$ cat src/rtl/mem_serializer.sv
// mem_serializer
//
// Captures a packed vector of NUM_WORDS words in one handshake and emits it
// one word per accepted cycle, either ascending (index 0 first) or descending
// (index NUM_WORDS-1 first). A new vector can be captured in the same cycle as
// the last word is accepted, so back-to-back vectors stream with no bubble.
//
// Parameters:
//   WORD_W    - width of each word
//   NUM_WORDS - words per vector (>= 2)
//
// Ports:
//   clk        - clock, all state updates on the rising edge
//   rst        - synchronous active-high reset
//   in_valid   - in_data/in_desc are valid
//   in_ready   - block can capture a vector this cycle
//   in_data    - packed vector, word i at bits [i*WORD_W +: WORD_W]
//   in_desc    - 1 = emit NUM_WORDS-1 down to 0, 0 = emit 0 up to NUM_WORDS-1
//   out_valid  - out_data holds a valid word
//   out_ready  - consumer accepts the word this cycle
//   out_data   - current word (0 when out_valid = 0)
//   out_idx    - vector index of out_data (0 when out_valid = 0)
//   out_last   - current word is the final word of the vector
//   done       - one-cycle pulse after the last word was accepted
//   out_parity - XOR of all out_data bits (only with MEM_SERIALIZER_PARITY_EN)
//
// Optional feature macro: MEM_SERIALIZER_PARITY_EN

module mem_serializer #(
    parameter int WORD_W    = 16,
    parameter int NUM_WORDS = 16
) (
    input  logic                          clk,
    input  logic                          rst,
    input  logic                          in_valid,
    output logic                          in_ready,
    input  logic [NUM_WORDS*WORD_W-1:0]   in_data,
    input  logic                          in_desc,
    output logic                          out_valid,
    input  logic                          out_ready,
    output logic [WORD_W-1:0]             out_data,
    output logic [$clog2(NUM_WORDS)-1:0]  out_idx,
    output logic                          out_last,
    output logic                          done
`ifdef MEM_SERIALIZER_PARITY_EN
    ,
    output logic                          out_parity
`endif
);

    localparam int IDX_W = $clog2(NUM_WORDS);
    localparam logic [IDX_W-1:0] LAST_IDX = IDX_W'(NUM_WORDS - 1);

    typedef enum logic {
        IDLE,
        SEND
    } state_t;

    state_t            state;
    state_t            state_next;
    logic [WORD_W-1:0] buffer [NUM_WORDS];
    logic              desc;
    logic [IDX_W-1:0]  idx;
    logic [IDX_W-1:0]  idx_next;
    logic              last_word;
    logic              accept;
    logic              capture;

    // State register. Reset aborts any vector in progress.
    always_ff @(posedge clk) begin
        if (rst) begin
            state <= IDLE;
        end else begin
            state <= state_next;
        end
    end

    // Next-state and output logic. in_ready is gated by rst so nothing is
    // captured during reset. In SEND the block only reopens its input in the
    // cycle the last word is accepted, which is what lets a new vector follow
    // immediately. A capture always wins over the return to IDLE.
    always_comb begin
        state_next = state;
        idx_next   = idx;
        in_ready   = 1'b0;
        out_valid  = 1'b0;
        out_data   = '0;
        out_idx    = '0;
        out_last   = 1'b0;
        accept     = 1'b0;
        capture    = 1'b0;
        last_word  = desc ? (idx == '0) : (idx == LAST_IDX);

        case (state)
            IDLE: begin
                in_ready = !rst;
            end
            SEND: begin
                out_valid = 1'b1;
                out_data  = buffer[idx];
                out_idx   = idx;
                out_last  = last_word;
                accept    = out_ready;
                in_ready  = !rst && out_ready && last_word;
            end
            default: begin
                state_next = IDLE;
            end
        endcase

        capture = in_valid && in_ready;

        if (accept && !last_word) begin
            idx_next = desc ? (idx - 1'b1) : (idx + 1'b1);
        end

        if (accept && last_word) begin
            state_next = IDLE;
        end

        if (capture) begin
            state_next = SEND;
            idx_next   = in_desc ? LAST_IDX : '0;
        end
    end

    // Datapath registers: word buffer, emit direction, index and the done
    // pulse. The buffer is only written on capture, so in_data changes while
    // a vector is being sent have no effect.
    always_ff @(posedge clk) begin
        if (rst) begin
            idx  <= '0;
            desc <= 1'b0;
            done <= 1'b0;
            for (int i = 0; i < NUM_WORDS; i++) begin
                buffer[i] <= '0;
            end
        end else begin
            idx  <= idx_next;
            done <= accept && last_word;
            if (capture) begin
                desc <= in_desc;
                for (int i = 0; i < NUM_WORDS; i++) begin
                    buffer[i] <= in_data[i*WORD_W +: WORD_W];
                end
            end
        end
    end

`ifdef MEM_SERIALIZER_PARITY_EN
    // out_data is already forced to 0 when idle, so parity is 0 there too.
    assign out_parity = ^out_data;
`endif

endmodule

$ cat config.mk
export PLATFORM = sky130hd
export DESIGN_NAME = mem_serializer
export DESIGN_NICKNAME = d
export VERILOG_FILES = /design/src/rtl/mem_serializer.sv
export SDC_FILE = /design/constraint.sdc
export NUM_CORES = 1
export LEC_CHECK = 0
export ABC_AREA = 1
export CAP_MARGIN = 20
export CELL_PAD_IN_SITES_DETAIL_PLACEMENT = 0
export CELL_PAD_IN_SITES_GLOBAL_PLACEMENT = 1
export CORE_MARGIN = 2
export CORE_UTILIZATION = 50
export CTS_BUF_LIST = sky130_fd_sc_hd__clkbuf_16
export CTS_CLUSTER_SIZE = 25
export DETAILED_ROUTE_END_ITERATION = 6
export DONT_BUFFER_PORTS = 1
export PLACE_DENSITY = 0.85
export SETUP_SLACK_MARGIN = 0.2
export SLEW_MARGIN = 20
export SYNTH_ARGS = -nofsm -noshare
export SYNTH_HDL_FRONTEND = slang
export SYNTH_SLANG_ARGS = --single-unit
$ cat constraint.sdc
create_clock -name clk -period 7.1 [get_ports clk]
set_input_delay 1.065 -clock clk [delete_from_list [all_inputs] [get_ports clk]]
set_output_delay 1.065 -clock clk [all_outputs]
set_load 0.02 [all_outputs]
# Yosys cells after proc, flatten, opt, wreduce, memory -nomap -nowiden
# Memory sizes are Yosys's and may differ from the RTL's. A register that Yosys moved wholly into a read port is not among the register bits.
# Index checks and enable logic that the tools add are counted.
[word_totals]
regBits = 7
ram_bits = 256
in_bits = 261
wordCells = 71
memories = 1
[memory_table]
columns = ["memory", "words", "width", "rd", "rd_clocked_by_memory_dff", "write_ports", "line_no", "text"]
rows = [
  ["buffer", 16, 16, 1, 1, 16, "61", "logic [WORD_W-1:0] buffer [NUM_WORDS];"],
]
[op_classes]
n_addsub = 2
n_eq_ne = 1
n_mux = 36
bitwise_logic = 17
reduce_logical = 10
[op_table]
columns = ["cell", "n"]
rows = [
  ["$mux 16", 17],
  ["$mux 4", 7],
  ["$or 1x1->1", 16],
  ["$mux 1", 11],
  ["$logic_and 1x1->1", 5],
  ["$add 4x1->4 const B", 1],
  ["$eq 4x4->1 const B", 1],
  ["$logic_not 4->1", 1],
  ["$reduce_bool 2->1", 2],
  ["$sub 4x1->4 const B", 1],
  ["$logic_not 1->1", 2],
  ["$pmux 1 s2", 1],
  ["$not 1->1", 1],
]

# Depth between registers and ports, before layout
# Gate-level depths: netlist (run 1).
[depth]
depth_word = 9
depth_mapped = 11
mapped_depth_nobuf = 11

# Least setup slack after synthesis (run 1)
# No wires, ideal clock.
[synth_path]
path_type = "input -> register"
startpoint = "input port rst"
endpoint = "memory buffer[0][0] (enable)"
setup_time_ns = 0.510
arrival_ns = 4.858
t_required_ns = 6.590
slack_ns = 1.732
stages = 7
n_path_buf = 2
path_cell_list = "buf_2 -> inv_2 -> nand2_1 -> nand2_4 -> nand2_4 -> buf_12 -> nand2_2"
[synth_lines]
columns = ["element", "line_no", "text"]
rows = [
  ["start, declared", "34", "input logic rst,"],
  ["end, declared", "61", ""],
]

==> results.toml, run 1 <==
[die]
die_w_um = 172
initial_utilization_pct = 50.7
core-area_sq_mm = 0.0278
ios = 285
die_h_um = 172
row_count = 61
dieArea_sq_mm = 0.0295

[grt]
grt_max_degree = 142
first_global_vias = 8479
grt_overflow = 0
grt_pass1_wl_um = 47800
grt_usage_pct = 21.4
antenna_found_initial = 0

[placement]
dp_hpwl_um = 21700
gp_congestion = 0.812
placed_cell_area_sq_mm = 0.0140
port-buffer-count = 0

[timing]
min_period_ps = 4610
fin_tns_setup_ps = 0
setup_viol = 0
slew_violations = 0
tightest_slew_ps = 1140
hold_violations = 0
period_share_pct = 64.9
fmaxAchievable_mhz = 217
rsz0062_at_grt = "false"
fin_worst_skew_ps = 9.14
maxSlewHeadroom_pct = 23.7

[worst_setup_path]
cp_max_fo = 66
worstPathCellList = "inv_4 > buf_4 > o21ai_0 > o221ai_1 > nand3_1 > a21oi_1"
r2r_cells = 6
crit_type = "flop to output pin"
cp-start-kind = "flop"
crit_buf_inv = 2
slowest_stage = "buf_4"
cpPeakStageDelay_ps = 620
end_kind = "output pin"
cp.required_ps = 6030
arrival_ps = 3540
rr_startpoint = "state"
path_depth = 6
cp_top_family = "buffers and inverters"

[pwr]
power_leakage_nw = 6.04
vdd_ir_drop_max_mv = 0.161
power_density_mw_per_mm2 = 254
p_total_w = 0.00377

[detailed_routing]
drc = 0
drt_iter0_markers = 816
ant_nets = 0
drt-total-wl_um = 32300
avgRoutedWirePerCell_um = 19.1
dr.pass1.iters = 5
vias = 8861
vias_per_cell = 5.24

[finish]
nets = 1557
drive_above_1_share_pct = 16.5
n_antenna_cell = 0
multi_input_area_sq_mm = 0.00453
final_cell_mix = "inv_1, nor2_1, edfxtp_1"
final_common_cell = "inv_1"
seqCellArea_sq_mm = 0.00792
fin_util_pct = 53.4
syn2layout_area_growth_pct = 5.32
fillers = 2509
fin_area_sq_mm = 0.0148

[logic_synthesis]
synth.avg_cell_area_sq_um = 10.5
ys_ff_latch = 267
netlist_instances = 1337
ys_seq_area_share_pct = 56.1
synth.area.top_cells = "edfxtp_1, nor2_4, inv_1"
synth_nets = 1601
yosysWarnings = 0
yosys.cell_types.count = 30
synth.top_cell.area_share_pct = 54.6
synthesis.area_sq_mm = 0.0141
yosys.area.top_type = "edfxtp_1"

[status]
status = "completed"

[clock_network]
hold_buffers = 0
clk_transition_reported_paths_ps = 60
post_cts_resized = 0
cts_root_buffer = "clkbuf_16"
cts_setup_buffers = 0
clk-insertion-delay-late_ps = 530
clockBufferDepth = 3
htree_num_levels = 1
clkSinkCount = 267
cts_tree = "done"
cts_buffers = 27

[flow_run]
max-cap-violations = 0

[worst_hold_path]
min_from = "rst"
hold_depth = 1
min_path_type = "primary input to flop"
[path summary, 6_finish.rpt]
check | end | slack (ps)
max | out_data[2] | 2490
min | state | 610
max reg2reg | buffer[2][14] | 3030
min reg2reg | desc | 650
[metal layers]
layer	GRT usage [%]	vias up	part of all wire [%]
li1	-	4212	-
met1	30.4	4223	43
met2	34.6	369	48
met3	2.72	57	6.3
met4	6.58	0	3.0
met5	0	-	0
[report_power, final]
part | switching (W) | leakage [nW] | internal (W)
clock network | 0.000566 | 0.425 | 0.000753
logic | 0.000388 | 2.83 | 0.000147
registers | 0.0000560 | 2.78 | 0.00186
total | 0.00101 | 6.04 | 0.00276
[registers in the layout (all words and copies together) (netlist names), named ones only]
signal / count
buffer: 256
desc: 1
done: 1
idx: 4
state: 1
[layout make-up]
cell class / instances / area share (%)
Tap cell: 378 / 3.19
Inverter: 275 / 6.97
Sequential cell: 267 / 53.3
Clock buffer: 27 / 4.55
Multi-Input combinational cell: 713 / 30.5
Timing Repair Buffer: 9 / 0.540
Clock inverter: 21 / 0.885
[stage by stage]
stage                     setup WS, ps  instances  hold slack (ps)
after floorplan                   1730       1337              567
after global placement            2790       1642              649
after detailed placement          2710       1642              649
after CTS                         2440       1690              594
after global routing              2270       1690              603
final                             2490       1690              607
[synthesized netlist by cell type, drive strengths merged]
master	count
nor2	430
inv	274
edfxtp	256
o21ai	133
buf	46
o211ai	40
clkbuf	36
nand3	26
o221ai	24
nand2	23
a21oi	20
dfxtp	11
o22ai	11
ha	2
xnor2	2
clkinv	1
fa	1
xor2	1
[logic make-up (layout without fill, tap and decap cells)]
family / Yosys count / after routing / synth area share, %
AND/OR/NAND/NOR: 479 / 479 / 21.9
buffers and inverters: 357 / 332 / 11.9
flip-flops: 267 / 267 / 56.1
AO/OA/AOI/OAI: 228 / 228 / 9.54
adder cells (fa/ha/maj): 3 / 3 / 0.320
XOR/XNOR: 3 / 3 / 0.186
Note: power is estimated with default switching activity, not from simulation.
==> run 2: changes to the inputs <==
--- a/config.mk
+++ b/config.mk
@@ -10,12 +10,12 @@
 export CELL_PAD_IN_SITES_DETAIL_PLACEMENT = 0
 export CELL_PAD_IN_SITES_GLOBAL_PLACEMENT = 1
 export CORE_MARGIN = 2
-export CORE_UTILIZATION = 50
+export CORE_UTILIZATION = 45
 export CTS_BUF_LIST = sky130_fd_sc_hd__clkbuf_16
 export CTS_CLUSTER_SIZE = 25
 export DETAILED_ROUTE_END_ITERATION = 6
 export DONT_BUFFER_PORTS = 1
-export PLACE_DENSITY = 0.85
+export PLACE_DENSITY = 0.81
 export SETUP_SLACK_MARGIN = 0.2
 export SLEW_MARGIN = 20
 export SYNTH_ARGS = -nofsm -noshare
==> constraint.sdc (replaced) <==
create_clock -name clk -period 3.7 [get_ports clk]
set_input_delay 0.555 -clock clk [delete_from_list [all_inputs] [get_ports clk]]
set_output_delay 0.555 -clock clk [all_outputs]
set_load 0.02 [all_outputs]
==> results.toml, run 2 (synthesis gave the netlist of run 1 again) <==
[status]
status = "completed"

[detailed_routing]
avgRoutedWirePerCell_um = 19.7
vias_per_cell = 5.20
ant_nets = 0
drt-total-wl_um = 34200
vias = 9010
dr.pass1.iters = 5
drc = 0
drt_iter0_markers = 723

[finish]
multi_input_area_sq_mm = 0.00453
reg_top3 = "buffer x256, idx x4"
regMostFlops = "buffer"
drive_above_1_share_pct = 19.0
syn2layout_area_growth_pct = 7.96
nets = 1580
largest_reg_flops = 256
seqCellArea_sq_mm = 0.00791
n_antenna_cell = 0
fillers = 2792
final_cell_mix = "inv_1, nor2_1, edfxtp_1"
final_common_cell = "inv_1"

[clock_network]
htree_num_levels = 1
cts_setup_buffers = 0
clkSinkCount = 267
clockBufferDepth = 3
clk_transition_reported_paths_ps = 60
hold_buffers = 0
cts_buffers = 28
cts_root_buffer = "clkbuf_16"
clk-insertion-delay-late_ps = 540
cts_tree = "done"
post_cts_resized = 0

[die]
dieArea_sq_mm = 0.0327
row_count = 64
ios = 285
initial_utilization_pct = 45.8
core-area_sq_mm = 0.0307
die_w_um = 181
die_h_um = 181

[worst_setup_path]
regToRegSetupSlack_ps = 1090
arrival_ps = 2720
slowest_stage = "dfxtp_2"
r2r_cells = 9
end_kind = "output pin"
worstPathCellList = "buf_4 > o21ai_0 > o221ai_1 > nand3_1 > a21oi_1 > buf_4"
crit_type = "flop to output pin"
cp-start-kind = "flop"
cp_max_fo = 29
rr_startpoint = "state"
cpPeakStageDelay_ps = 560
crit_path_frequent_cell = "buf_4"
cp.required_ps = 3140

[worst_hold_path]
min_to = "state"
min_path_type = "primary input to flop"
min_from = "rst"
hold_depth = 1

[placement]
port-buffer-count = 0
gp_congestion = 0.787
dp_hpwl_um = 23700
pre_cts_slack_ps = 945

[timing]
fin_tns_setup_ps = 0
setup_viol = 0
fin_worst_skew_ps = 8.86
rsz0062_at_grt = "false"
fin_ws_ps = 420
maxSlewHeadroom_pct = 38.6
slew_violations = 0
hold_violations = 0
period_share_pct = 88.6
min_period_ps = 3280
tightest_slew_ps = 920
fmaxAchievable_mhz = 305

[grt]
busiest_layer = "met2"
grt_use_met1_pct = 28.9
grt_usage_pct = 20.6
grt_max_degree = 129
grt_use_met3_pct = 3.49
met2_usage_pct = 33.0
antenna_found_initial = 0
grt_overflow = 0
first_global_vias = 8781
grt_pass1_wl_um = 51400

[flow_run]
max-cap-violations = 0

[pwr]
power_density_mw_per_mm2 = 498
vdd_ir_drop_max_mv = 0.323
power_leakage_nw = 6.22
-- run 2: critical path: cells and delay by family, from the launching register on --
family	cells	cell delay (ps)
AOI/OAI and AO/OA	3	790
and+or+nand+nor	1	170
buffers and inverters	2	610
DFF	1	560
-- run 2: worst max-delay path by stage --
stage,start,end,slack [ps],cells after the start
after global placement,flop,out_data[2],950,7
after floorplan,rst,buffer[0][0],200,7
after global routing,flop,out_data[1],270,6
after detailed placement,flop,out_data[2],940,7
after CTS,flop,out_data[2],360,7
final,flop,out_data[2],420,6
-- run 2: final cells by class --
type                    count  area share [%]
flip-flops and latches    267            52.0
multi-input cells         713            29.8
inverters                 275            6.80
clock buffers              29            4.77
well taps                 396            3.26
repair buffers             31            2.11
clock inverters            23            1.27
-- run 2: power by group --
group	leakage, nW	total [W]	switching, W	internal (W)
clock network	0.471	0.00281	0.00118	0.00163
registers	2.78	0.00365	0.0000846	0.00356
logic	2.97	0.00111	0.000787	0.000328
-- run 2: routing by layer --
layer	up-vias	part of all wire (%)	wire length, um
met5	-	0	0
met4	0	2.7	926
met3	52	6.3	2160
met2	375	47	16100
met1	4319	44	15000
li1	4264	-	-
-- run 2: through the flow --
step	instance area (sq um)	hold WS, ps	instances	total power [W]	util [%]
3_5_place_dp	14300	626	1682	0.00484	46.5
2_1_floorplan	14100	567	1337	0.00454	-
3_3_place_gp	14300	609	1682	0.00482	46.5
4_1_cts	15200	60.5	1734	0.00763	49.5
5_1_grt	15200	65.2	1734	0.00786	49.5
6_report	15200	82.1	1734	0.00757	49.5
